<file path="src/rtl/serial_subtractor_if.sv">
// Start/done handshake bundle for the bit-serial subtractor.
// The master issues operands and start; the slave returns status and result.
interface serial_subtractor_if #(
  parameter int unsigned N = 4
);
  logic         start;
  logic [N-1:0] a;
  logic [N-1:0] b;
  logic         b_in;
  logic         busy;
  logic         done;
  logic [N-1:0] d;
  logic         b_out;

  modport master (
    output start, a, b, b_in,
    input  busy, done, d, b_out
  );

  modport slave (
    input  start, a, b, b_in,
    output busy, done, d, b_out
  );
endinterface

</file>
<file path="src/rtl/serial_subtractor.sv">
// Bit-serial N-bit subtractor: d = (a - b - b_in) mod 2^N, one bit per clock, LSB first.
// One full-adder cell computes a + ~b + ~borrow; its carry out is the inverted borrow.
module serial_subtractor #(
  parameter int unsigned N = 4
) (
  input logic                 clk,
  input logic                 reset,
  serial_subtractor_if.slave  bus
);

  localparam int unsigned CW = (N > 1) ? $clog2(N) : 1;
  localparam logic [CW-1:0] LastBit = CW'(N - 1);

  typedef enum logic [1:0] {
    StIdle,
    StRun,
    StDone
  } state_e;

  state_e        state_q;
  logic [N-1:0]  a_q;
  logic [N-1:0]  b_q;
  logic [N-1:0]  res_q;
  logic [N-1:0]  d_q;
  logic [CW-1:0] cnt_q;
  logic          borrow_q;
  logic          b_out_q;
  logic          busy_q;
  logic          done_q;

  logic          sum_bit;
  logic          carry_bit;
  logic          borrow_d;
  logic [N-1:0]  res_d;

  // Full-adder cell fed with a, ~b, ~borrow
  always_comb begin
    sum_bit   = a_q[0] ^ ~b_q[0] ^ ~borrow_q;
    carry_bit = (a_q[0] & ~b_q[0]) | (a_q[0] & ~borrow_q) | (~b_q[0] & ~borrow_q);
    borrow_d  = ~carry_bit;
    res_d     = res_q >> 1;
    res_d[N-1] = sum_bit;
  end

  always_ff @(posedge clk) begin
    if (reset) begin
      state_q  <= StIdle;
      a_q      <= '0;
      b_q      <= '0;
      res_q    <= '0;
      d_q      <= '0;
      cnt_q    <= '0;
      borrow_q <= 1'b0;
      b_out_q  <= 1'b0;
      busy_q   <= 1'b0;
      done_q   <= 1'b0;
    end else begin
      done_q <= 1'b0;
      unique case (state_q)
        StIdle, StDone: begin
          if (bus.start) begin
            a_q      <= bus.a;
            b_q      <= bus.b;
            borrow_q <= bus.b_in;
            res_q    <= '0;
            cnt_q    <= '0;
            busy_q   <= 1'b1;
            state_q  <= StRun;
          end else begin
            state_q <= StIdle;
          end
        end
        StRun: begin
          a_q      <= a_q >> 1;
          b_q      <= b_q >> 1;
          borrow_q <= borrow_d;
          res_q    <= res_d;
          if (cnt_q == LastBit) begin
            // Counter parks at zero so N=1 never wraps
            cnt_q   <= '0;
            busy_q  <= 1'b0;
            done_q  <= 1'b1;
            d_q     <= res_d;
            b_out_q <= borrow_d;
            state_q <= StDone;
          end else begin
            cnt_q <= cnt_q + CW'(1);
          end
        end
        default: state_q <= StIdle;
      endcase
    end
  end

  assign bus.busy  = busy_q;
  assign bus.done  = done_q;
  assign bus.d     = d_q;
  assign bus.b_out = b_out_q;

endmodule
</file>
<file path="src/flat_wrapper.sv">
// flat-port wrapper written by rule: the top's interface ports become plain ports
module serial_subtractor_flat 
#(
  parameter int unsigned N = 4
)
  (clk, reset, bus_start, bus_a, bus_b, bus_b_in, bus_busy, bus_done, bus_d, bus_b_out);
  serial_subtractor_if #(.N(N)) bus_i ();
  input logic clk;
  input logic reset;
  input wire logic [$bits(bus_i.start)-1:0] bus_start;
  input wire logic [$bits(bus_i.a)-1:0] bus_a;
  input wire logic [$bits(bus_i.b)-1:0] bus_b;
  input wire logic [$bits(bus_i.b_in)-1:0] bus_b_in;
  output wire logic [$bits(bus_i.busy)-1:0] bus_busy;
  output wire logic [$bits(bus_i.done)-1:0] bus_done;
  output wire logic [$bits(bus_i.d)-1:0] bus_d;
  output wire logic [$bits(bus_i.b_out)-1:0] bus_b_out;
  assign bus_i.start = bus_start;
  assign bus_i.a = bus_a;
  assign bus_i.b = bus_b;
  assign bus_i.b_in = bus_b_in;
  assign bus_busy = bus_i.busy;
  assign bus_done = bus_i.done;
  assign bus_d = bus_i.d;
  assign bus_b_out = bus_i.b_out;
  serial_subtractor #(.N(N)) u_core (.clk(clk), .reset(reset), .bus(bus_i));
endmodule
</file>
<file path="config.mk">
export PLATFORM = sky130hd
export DESIGN_NAME = serial_subtractor_flat
export DESIGN_NICKNAME = d
export VERILOG_FILES = /design/src/rtl/serial_subtractor_if.sv /design/src/rtl/serial_subtractor.sv /design/src/flat_wrapper.sv
export SDC_FILE = /design/constraint.sdc
export NUM_CORES = 1
export LEC_CHECK = 0
export BUFFER_PORTS_ARGS = -buffer_cell sky130_fd_sc_hd__buf_2
export CORE_MARGIN = 2
export CORE_UTILIZATION = 30
export DETAILED_ROUTE_END_ITERATION = 7
export GPL_ROUTABILITY_DRIVEN = 0
export PLACE_DENSITY = 0.59
export SYNTH_ARGS = -nofsm -noshare
export SYNTH_HDL_FRONTEND = slang
export SYNTH_SLANG_ARGS = --single-unit
</file>
<file path="constraint.sdc">
create_clock -name clk -period 1.7 [get_ports clk]
set_input_delay 0 -clock clk [delete_from_list [all_inputs] [get_ports clk]]
set_output_delay 0 -clock clk [all_outputs]
set_load 0.02 [all_outputs]
</file>
==> results.yml <==
timing:
  fin_skew_ps: 2.36
  period_needed_ps: 1340
  whs_ps: 38.5
  relSlewSlack_pct: 71.4
  rsz0062_at_grt: "no"
  slew_violations: 0
  finalHoldViolCount: 0
  setup_slack_ps: 362
  finalSetupViolCount: 0
  clock.fmax_ghz: 0.748
  period_share_pct: 78.7
  fin_tns_setup_ps: 0
  tightest_slew_ps: 429
worst_setup_path:
  worst_path_largest_cell_delay_ps: 380
  crit_path_start_kind: "flip-flop"
  crit_slowest_cell: "dfxtp_1"
  required_ps: 1900
  r2r-end: "u_core.bus.busy"
  path_cells: "ha_1, nand3b_1, a21oi_1, nor2_1"
  arrival_ps: 1530
  critPathKind: "reg -> reg"
  crit_fanout: 9
  reg2reg_setup_slack_ps: 360
  r2r-start: "u_core.cnt_q[0]"
  reg2regPathDepth: 4
  end_kind: "flip-flop"
placement:
  dp_hpwl_mm: 1.30
  preCtsSetupSlack_ps: 383
  port_buffers: 18
cts:
  cts_setup_buffers: 0
  cts_tree: "done"
  max-clock-path-buffers: 2
  cts_root_buf: "clkbuf_4"
  h-tree-depth: 1
  clk_latency_ps: 300
  clk_pin_slew_ps: 120
  clock-sinks: 23
  cts_buffers: 3
drt:
  drc: 0
  first_pass_iters: 4
  highest_layer: "met4"
  met1_length_um: 913
  wire_per_inst_um: 11.3
  drt_wl_total_mm: 1.93
  wl_met2_um: 895
  drt_iter0_drc: 32
  ant_nets: 0
  vias: 795
  drt-vias-per-instance: 4.68
  route.met3.wl_um: 91
floorplan:
  die_area_sq_mm: 0.00362
  core_sq_mm: 0.00303
  die_w_um: 60.2
  row_count: 20
  start_util_pct: 31.3
  io_pins: 19
  die_h_um: 60.2
power:
  power.total_w: 0.000995
  leakagePower_nw: 0.443
  powerDensity_mw_per_mm2: 873
  ir_worst_vdd_uv: 236
synthesis:
  avgSynthCellArea_sq_um: 9.29
  syn_area_sq_um: 947
  synth_cell_types: 24
  synth-warning-count: 0
  synth_cells: 102
  syn_nets: 116
  synth_seq_cells: 23
  ys_seq_area_share_pct: 48.6
layout:
  antennaDiodeCount: 0
  syn2layout_area_growth_pct: 20.3
  drive_above_1_share_pct: 23.0
  nets: 141
  fill_cells: 328
global_route:
  grt_pass1_wl_mm: 3.28
  grt_pass1_vias: 767
  track_usage_pct: 12.2
  antenna_found_initial: 0
  grt_max_degree: 24
  overflow: 0
worst_hold_path:
  min_path_type: "in -> reg"
  min_to: "u_core.a_q[0]"
  hold-path-cell-count: 3
  worstHoldStart: "bus_a[0]"
outcome:
  status: "complete, no violations"
flow_run:
  maxCapViolations: 0
where the power goes:
group	internal (W)	switching, W
combinational	0.0000776	0.0000832
sequential	0.000569	0.0000192
clock	0.0000877	0.000158
total	0.000734	0.000260
worst max-delay path: cells and delay by family, from the launching register on:
family / cells / cell delay, ps
DFF: 1 / 380
adders and majority gates: 1 / 350
and+or+nand+nor: 2 / 300
AOI/OAI and AO/OA: 1 / 200
metal layers:
layer / vias to the layer above / track usage, %
met5: - / 0
met1: 361 / 15.5
met4: 0 / 7.62
met2: 26 / 18.8
met3: 2 / 2.16
li1: 406 / -
state kept, by name, indices dropped and copies added, names as in the netlist:
name and cells:
u_core.b_q 4, u_core.bus.busy 1, u_core.a_q 4, u_core.bus.d 4, u_core.res_q 3, u_core.bus.done 1
u_core.borrow_q 1, u_core.state_q 2, u_core.cnt_q 2, u_core.bus.b_out 1
through the flow:
stage | cell area, sq um | std cells | util (%)
after floorplan | 947 | 102 | -
after global placement | 1030 | 158 | 34.1
final | 1140 | 170 | 37.6
after detailed placement | 1030 | 158 | 34.1
after CTS | 1140 | 170 | 37.6
after global routing | 1140 | 170 | 37.6
Yosys cell counts, drive strengths merged:
cell,count,share of area [%]
a21oi,12,6.3
a311oi,2,3.2
a31oi,1,0.66
and2b,1,0.92
buf,8,8.7
clkbuf,2,0.79
dfxtp,23,49
fa,1,2.1
ha,1,1.3
inv,1,0.40
nand2,9,3.6
nand2b,3,2.0
nand3,10,5.3
nand3b,1,0.79
nor2,5,2.0
nor2b,1,0.66
nor3,12,6.3
nor4b,1,0.92
o21a,1,0.79
o22ai,7,4.6
what timing repair did:
| item | 4_1_cts | 5_1_grt |
|---|---|---|
| resized for setup | 0 | 0 |
| endpoints found under the hold margin | 8 | 0 |
| hold buffers | 8 | 0 |
final cells by class:
class | instances | area, sq um | area share (%)
flip-flops and latches | 23 | 460 | 40.4
clock inverters | 1 | 5.00 | 0.439
repair buffers | 30 | 200 | 17.6
multi-input cells | 68 | 393 | 34.5
well taps | 44 | 55.1 | 4.83
inverters | 1 | 3.75 | 0.329
clock buffers | 3 | 22.5 | 1.98
cells in the final DEF, fill, tap and decap left out:
master and count:
a21oi_1 12, a311oi_2 2, a31oi_1 1, and2b_2 1, buf_2 18, buf_4 4, clkbuf_4 3, clkinv_2 1
dfxtp_1 23, dlygate4sd3_1 8, fa_1 1, ha_1 1, inv_1 1, nand2_1 9, nand2b_1 3, nand3_1 10
nand3b_1 1, nor2_1 5, nor2b_1 1, nor3_1 12, nor4b_1 1, o21a_1 1, o22ai_1 7
cells by family after synthesis:
family          count (synthesis)  synth area share, %
buf+inv                        11                 9.91
compound gates                 23                 15.6
fa+ha+maj                       2                 3.43
flops                          23                 48.6
simple gates                   43                 22.5
how the worst max path moves through the flow:
stage                                  to             from
after floorplan           u_core.bus.busy  u_core.cnt_q[0]
after global placement    u_core.bus.busy  u_core.cnt_q[0]
after detailed placement  u_core.bus.busy  u_core.cnt_q[0]
after CTS                 u_core.bus.busy  u_core.cnt_q[0]
after global routing      u_core.bus.busy  u_core.cnt_q[0]
final                     u_core.bus.busy  u_core.cnt_q[0]
Note: power is estimated with default switching activity, not from simulation.
